### src/rtl/mem_arbiter_pkg.sv
// Shared types for the two-master memory arbiter: request payload and FSM state.
package MemArbPkg;

   localparam int unsigned MEM_ADDR_WIDTH = 64;
   localparam int unsigned MEM_DATA_WIDTH = 256;
   localparam int unsigned MEM_STRB_WIDTH = MEM_DATA_WIDTH / 8;

   // One cache-line request as latched for the slave
   typedef struct packed {
      logic [MEM_ADDR_WIDTH-1:0] addr;
      logic                      wen;
      logic [MEM_DATA_WIDTH-1:0] wdata;
      logic [MEM_STRB_WIDTH-1:0] wmask;
   } mem_req_t;

   typedef enum logic [1:0] {
      IDLE = 2'd0,
      SEND = 2'd1,
      WAIT = 2'd2
   } arb_state_t;

endpackage

### src/rtl/mem_arbiter_rr_arb2.sv
// rr_arb2: combinational two-way round-robin picker.
//   req[1:0] : request vector (bit 1 = M1, bit 0 = M0)
//   last     : master granted most recently (1 = M1)
//   gnt[1:0] : one-hot grant, or zero when nothing is requested
module rr_arb2 (
   input  logic [1:0] req,
   input  logic       last,
   output logic [1:0] gnt
);

   // A lone requester always wins; on a tie the master not granted last wins
   always_comb begin
      gnt = req;
      if (req == 2'b11) begin
         gnt = last ? 2'b01 : 2'b10;
      end
   end

endmodule

### src/rtl/mem_arbiter.sv
// mem_arbiter: shares one memory port between the I-cache (M0) and D-cache (M1)
// masters. One outstanding transaction; its reply is routed back to the owner.
//   clk, rstn              : clock, asynchronous active-low reset
//   mX_req_*               : master X request (valid/ready, addr, wen, wdata, wmask)
//   mX_resp_*              : master X reply (valid/ready, rdata)
//   s_req_*                : registered request toward the memory slave
//   s_resp_*               : slave reply, passed through to the owner
//   busy                   : a transaction is in flight
module mem_arbiter
   import MemArbPkg::*;
#(
   parameter int unsigned ADDR_WIDTH = MEM_ADDR_WIDTH,
   parameter int unsigned DATA_WIDTH = MEM_DATA_WIDTH,
   parameter bit          M1_FIRST   = 1'b1
) (
   input  logic                    clk,
   input  logic                    rstn,
   input  logic                    m0_req_valid,
   output logic                    m0_req_ready,
   input  logic [ADDR_WIDTH-1:0]   m0_req_addr,
   input  logic                    m0_req_wen,
   input  logic [DATA_WIDTH-1:0]   m0_req_wdata,
   input  logic [DATA_WIDTH/8-1:0] m0_req_wmask,
   output logic                    m0_resp_valid,
   input  logic                    m0_resp_ready,
   output logic [DATA_WIDTH-1:0]   m0_resp_rdata,
   input  logic                    m1_req_valid,
   output logic                    m1_req_ready,
   input  logic [ADDR_WIDTH-1:0]   m1_req_addr,
   input  logic                    m1_req_wen,
   input  logic [DATA_WIDTH-1:0]   m1_req_wdata,
   input  logic [DATA_WIDTH/8-1:0] m1_req_wmask,
   output logic                    m1_resp_valid,
   input  logic                    m1_resp_ready,
   output logic [DATA_WIDTH-1:0]   m1_resp_rdata,
   output logic                    s_req_valid,
   input  logic                    s_req_ready,
   output logic [ADDR_WIDTH-1:0]   s_req_addr,
   output logic                    s_req_wen,
   output logic [DATA_WIDTH-1:0]   s_req_wdata,
   output logic [DATA_WIDTH/8-1:0] s_req_wmask,
   input  logic                    s_resp_valid,
   output logic                    s_resp_ready,
   input  logic [DATA_WIDTH-1:0]   s_resp_rdata,
   output logic                    busy
);

   localparam int unsigned STRB_WIDTH = DATA_WIDTH / 8;

   arb_state_t state_q, state_d;
   mem_req_t   req_q, req_d;
   logic       owner_q, owner_d;
   logic       last_grant_q, last_grant_d;
   logic [1:0] gnt;
   logic       owner_resp_ready;
   logic       resp_hs;
   logic       accept;

   rr_arb2 u_rr_arb2 (
      .req  ({m1_req_valid, m0_req_valid}),
      .last (last_grant_q),
      .gnt  (gnt)
   );

   assign owner_resp_ready = owner_q ? m1_resp_ready : m0_resp_ready;
   assign resp_hs          = s_resp_valid & owner_resp_ready;
   assign accept           = (state_q == IDLE) && (gnt != 2'b00);

   // State and latched-request registers
   always_ff @(posedge clk or negedge rstn) begin
      if (!rstn) begin
         state_q      <= IDLE;
         req_q        <= '0;
         owner_q      <= 1'b0;
         last_grant_q <= ~M1_FIRST;
      end else begin
         state_q      <= state_d;
         req_q        <= req_d;
         owner_q      <= owner_d;
         last_grant_q <= last_grant_d;
      end
   end

   // Next state
   always_comb begin
      state_d = state_q;
      unique case (state_q)
         IDLE:    if (gnt != 2'b00) state_d = SEND;
         SEND:    if (s_req_ready)  state_d = WAIT;
         WAIT:    if (resp_hs)      state_d = IDLE;
         default: state_d = IDLE;
      endcase
   end

   // Capture the winner's fields and ownership on acceptance
   always_comb begin
      req_d        = req_q;
      owner_d      = owner_q;
      last_grant_d = last_grant_q;
      if (accept) begin
         owner_d      = gnt[1];
         last_grant_d = gnt[1];
         if (gnt[1]) begin
            req_d.addr  = MEM_ADDR_WIDTH'(m1_req_addr);
            req_d.wen   = m1_req_wen;
            req_d.wdata = MEM_DATA_WIDTH'(m1_req_wdata);
            req_d.wmask = MEM_STRB_WIDTH'(m1_req_wmask);
         end else begin
            req_d.addr  = MEM_ADDR_WIDTH'(m0_req_addr);
            req_d.wen   = m0_req_wen;
            req_d.wdata = MEM_DATA_WIDTH'(m0_req_wdata);
            req_d.wmask = MEM_STRB_WIDTH'(m0_req_wmask);
         end
      end
   end

   // Handshake outputs; the reply path is a pure pass-through to the owner
   always_comb begin
      m0_req_ready  = 1'b0;
      m1_req_ready  = 1'b0;
      s_req_valid   = 1'b0;
      s_resp_ready  = 1'b0;
      m0_resp_valid = 1'b0;
      m1_resp_valid = 1'b0;
      m0_resp_rdata = s_resp_rdata;
      m1_resp_rdata = s_resp_rdata;
      unique case (state_q)
         IDLE: begin
            m0_req_ready = gnt[0];
            m1_req_ready = gnt[1];
         end
         SEND: s_req_valid = 1'b1;
         WAIT: begin
            s_resp_ready  = owner_resp_ready;
            m0_resp_valid = ~owner_q & s_resp_valid;
            m1_resp_valid = owner_q & s_resp_valid;
         end
         default: ;
      endcase
   end

   assign s_req_addr  = ADDR_WIDTH'(req_q.addr);
   assign s_req_wen   = req_q.wen;
   assign s_req_wdata = DATA_WIDTH'(req_q.wdata);
   assign s_req_wmask = STRB_WIDTH'(req_q.wmask);
   assign busy        = (state_q != IDLE);

endmodule

### config.mk
export PLATFORM = sky130hd
export DESIGN_NAME = mem_arbiter
export DESIGN_NICKNAME = d
export VERILOG_FILES = /design/src/rtl/mem_arbiter_pkg.sv /design/src/rtl/mem_arbiter_rr_arb2.sv /design/src/rtl/mem_arbiter.sv
export SDC_FILE = /design/constraint.sdc
export NUM_CORES = 1
export LEC_CHECK = 0
export ABC_CLOCK_PERIOD_IN_PS = 3400
export BUFFER_PORTS_ARGS = -buffer_cell sky130_fd_sc_hd__buf_2
export CORE_AREA = 2 2 716 718
export DETAILED_ROUTE_END_ITERATION = 16
export DIE_AREA = 0 0 718 720
export PLACE_DENSITY_LB_ADDON = 0.15
export SYNTH_ARGS = -nofsm -noshare
export SYNTH_HDL_FRONTEND = slang
export SYNTH_SLANG_ARGS = --single-unit
### constraint.sdc
create_clock -name clk -period 3.4 [get_ports clk]
set_input_delay 0.51 -clock clk [delete_from_list [all_inputs] [get_ports clk]]
set_output_delay 0.51 -clock clk [all_outputs]
set_load 0.005 [all_outputs]
After elaboration in Yosys (flattened, before gate mapping). Cells that the tools add are included. W data, S select, Z words.

Bitwise operators: 4. Reduce and logical (&&, ||, !) cells: 5. Muxes and demuxes: 14. Eq/ne operators: 6.

Operator list (count): $mux W353 (1); $mux W2 (5); $mux W1 (7); $pmux W2 S3 (1); $eq A2 B2 Y1 const B (2); $ne A2 B2 Y1 const B (2); $reduce_bool A2 Y1 (2); $and A1 B1 Y1 (3); $reduce_and A3 Y1 (1); $eq A2 B1 Y1 const B (1); $logic_not A2 Y1 (1); $ne A2 B1 Y1 const B (1); $logic_and A1 B1 Y1 (1); $not A1 Y1 (1).

Word-level logic and storage cells: 35. Register bits: 356. Output and inout bits: 872.

Logic depth before layout (Yosys ltp).
Word-level depth: 5. Mapped depth: 6. Mapped depth without buffers: 3.

By module. Synthesis repeated with hierarchy kept, for this count alone.

Cells, all modules: 1672. Area total of the unflattened synthesis: 21391.8 sq um.

Modules (own cells, without submodules): mem_arbiter (cells an instance 1669, sequential area each 8908.5 sq um, instances 1, area each 21373.0 sq um); rr_arb2 (cells an instance 3, sequential area each 0.0 sq um, instances 1, area each 18.8 sq um).

Worst setup path after synthesis. Ideal clock, no wire load.

Path kind: input -> register. From: input port m1_req_valid. To: register req_q, in the netlist s_req_addr[0]. Path slack: 1.545 ns. Cell stages on the path: 6. Data required time: 3.275 ns. Path buffers: 3. Library setup time: 0.125 ns. Arrival time: 1.731 ns. Cell sequence: a21boi_1 buf_2 buf_6 buf_6 mux2_1 mux2_2.

Longest elaborated chain between the ends: 4. Elaborated cells on any way between the ends: 5. Classes of those cells: 1 x eq/ne; 2 x mux; 2 x reduce/logical.

RTL lines: start: declaration (RTL line mem_arbiter.sv:27) `input logic m1_req_valid,`; $eq A2 B2 Y1 (RTL line mem_arbiter_rr_arb2.sv:14) `if (req == 2'b11) begin`; $mux W2 (*) (RTL line mem_arbiter_rr_arb2.sv:14); $reduce_bool A2 Y1 (RTL line mem_arbiter.sv:67) `assign accept = (state_q == IDLE) && (gnt != 2'b00);`; $logic_and A1 B1 Y1 (RTL line mem_arbiter.sv:67); end signal: assignment (RTL line mem_arbiter.sv:78) `req_q <= req_d;`; end: declaration (RTL line mem_arbiter.sv:51) `mem_req_t req_q, req_d;`.

Every way passes the cells marked *; elsewhere a longest branch is shown, timed or not. A chain may end at the register's enable or synchronous reset.

Final worst setup path.
From: input port m0_req_valid. To: output port m1_req_ready.

Longest elaborated chain between the ends: 3.

RTL lines: start: declaration (RTL line mem_arbiter.sv:18) `input logic m0_req_valid,`; $eq A2 B2 Y1 (RTL line mem_arbiter_rr_arb2.sv:14); $mux W2 (RTL line mem_arbiter_rr_arb2.sv:14); $mux W1 (RTL line mem_arbiter.sv:127) `unique case (state_q)`; end: declaration (RTL line mem_arbiter.sv:28) `output logic m1_req_ready,`.

Every way passes these cells.

==> results.toml <==
[drt]
drc = 0
post_drt_via_cell_ratio = 1.74
dr.pass1.iters = 6
ant_nets = 0
routed_wl_mm = 200
vias = 15800
drtIter0Drc = 493
routedWlPerCell_um = 22.1

[cts]
cts_buffers = 60
postCtsSetupBuffers = 0
clock-root-buffer = "clkbuf_16"
tritoncts = "built"
ctsHtreeMaxLevel = 2
clock_latency_ns = 0.72
cts_num_sinks = 356
path_clk_slew_ns = 0.06
cts_buffer_depth = 3

[cells_and_area]
drive_above_1_share = 0.806
most-common-layout-cells = "buf_2 (1072), mux2_2 (647), dfrtp_1 (356), clkbuf_16 (61), mux2_1 (59)"
syn2layout_area_growth_pct = 57.1
layout_commonest_cell = "buf_2"
final_nets = 3241

[floorplan]
die_area_um2 = 517000
io_pins = 1842
start_util = 0.0418
dieHeight_um = 720
coreArea_um2 = 508000
rows = 262
die_w_um = 718

[global_routing]
grt_max_degree = 72
grt_pass1_vias = 17500
antenna_found_initial = 42
grt_pass1_wl_mm = 243
grt_usage = 0.0746
grt-ovfl-total = 0

[sta]
setup-tns-final_ns = 0
slew_headroom = 0.430
layout_worst_path_cycle_share = 0.840
setup_viol_count_final = 0
drv_slew = 0
holdWs_ns = 0.139
worst_pin_slew_ns = 0.854
fmaxAchievable_mhz = 350
rsz0062_at_grt = "no"
layout_min_cycle_time_ns = 2.86
finalHoldViolations = 0
clock_skew_ns = 0.0186

[synthesis]
syn_avg_cell_area_um2 = 12.7
synth_area_um2 = 21300
syn-instance-count = 1674
synthArstFlopShare = 1.00
yosysSeqAreaShare = 0.419
syn_nets = 2644
yosys_warnings = 0
synth-edff-count = 0
ys_seq_elements = 356
synth_ff_type = "dfrtp_1"
netlist-cell-type-count = 20

[setup_path]
path_delay_family = "buffers and inverters"
crit_path_start_kind = "input pin"
cp_data_required_time_ns = 2.89
cp-end-kind = "output port"
crit_cells = 7
path_buf_inv = 5
path_class = "in -> out"
path_max_fanout = 64
worst-r2r-cell-count = 5
cpMostUsedCell = "buf_2"
cpMaxStageDelayCell = "dlygate4sd3_1"
arrival_ns = 2.35
worstPathCellList = "dlygate4sd3_1, buf_2, a21boi_4, buf_12, buf_4, and2_1, buf_2"
critPathMaxStageDelay_ns = 0.56

[placed_design]
hpwl_mm = 174
port_buffers = 1073
gp_congestion = 0.762

[job]
max_cap_violations = 0

[hold_path]
min_path_type = "in -> reg"
hold_depth = 3

[power]
fin_total_pwr_w = 0.0267
powerDensity_nw_per_um2 = 799
power.leakage_nw = 12.5
vdd_drop_max_v = 0.000391

[outcome]
status = "finished, final reports clean"
==> layer usage <==
metal	global-route usage	share of wire	vias to the layer above	wire [um]
met4	0.0307	0.046	34	9280
met1	0.0701	0.32	7787	64900
met2	0.136	0.52	1103	104000
met5	0.00980	0.0043	-	871
met3	0.0369	0.11	377	21600
li1	-	-	6469	-
==> tightest hold or removal path, cell delays in order <==
cell and delay (ns):
buf_2 0.07, mux2_1 0.11, mux2_2 0.13
==> sequential cells by signal, summed over array words and instances (netlist names) <==
name and cells:
s_req_wdata 256, s_req_addr 64, s_req_wmask 32, state_q 2, last_grant_q 1, s_req_wen 1
==> synth_stat cells (2+ instances only) <==
cell type / count / area [um^2]
nor2b_1: 3 / 18.8
inv_1: 4 / 15.0
clkbuf_1: 2 / 7.51
buf_6: 7 / 78.8
a21oi_1: 2 / 10.0
buf_2: 63 / 315
dfrtp_1: 356 / 8910
and3_1: 2 / 12.5
buf_4: 518 / 3890
mux2_1: 59 / 664
mux2_2: 647 / 7290
nand2_1: 3 / 11.3
==> worst paths after layout <==
path                             startpoint          endpoint  slack, ns
hold reg to reg            s_req_wdata[144]  s_req_wdata[144]       0.50
max in group asynchronous              rstn  s_req_wdata[182]       1.94
min in group asynchronous              rstn   s_req_wdata[72]       0.49
setup reg to reg               last_grant_q  s_req_wdata[247]       1.00
setup / recovery               m0_req_valid      m1_req_ready       0.54
hold / removal              m0_req_addr[38]    s_req_addr[38]       0.14
==> cells by family after synthesis <==
group | count (synthesis) | synth area share
AOI/OAI and AO/OA | 7 | 0.00206
buffers and inverters | 594 | 0.202
DFF | 356 | 0.419
muxes | 707 | 0.374
and+or+nand+nor | 10 | 0.00259
==> per-stage QoR <==
step                area (um^2)  instances  setup slack, ns  utilization
global route              33400       9050            0.326       0.0657
floorplan                 21300       1674             1.54            -
CTS                       33400       9048            0.240       0.0657
detailed placement        31400       8938            0.811       0.0617
finish                    33400       9060            0.543       0.0657
global placement          31400       8938            0.786       0.0617
==> cell type report <==
class / instances / area [um^2]
Sequential cell: 356 / 8910
Clock buffer: 90 / 1800
Tap cell: 6732 / 8420
Multi-Input combinational cell: 724 / 8080
Clock inverter: 17 / 189
Timing Repair Buffer: 1125 / 5980
Fill cell: 59500 / 475000
Antenna cell: 12 / 30.0
Inverter: 4 / 15.0
==> what timing repair did <==
action,in CTS,in global routing
hold endpoints to repair,40,0
gates resized for setup,1,0
setup endpoints to repair,1,0
hold buffers,3,0
==> where the power goes <==
group	leakage [nW]	internal [W]	switching, W
clock network	0.967	0.00383	0.00267
logic	7.35	0.00531	0.00697
registers	4.16	0.00647	0.00145
Power figures use the tool's default switching activity.
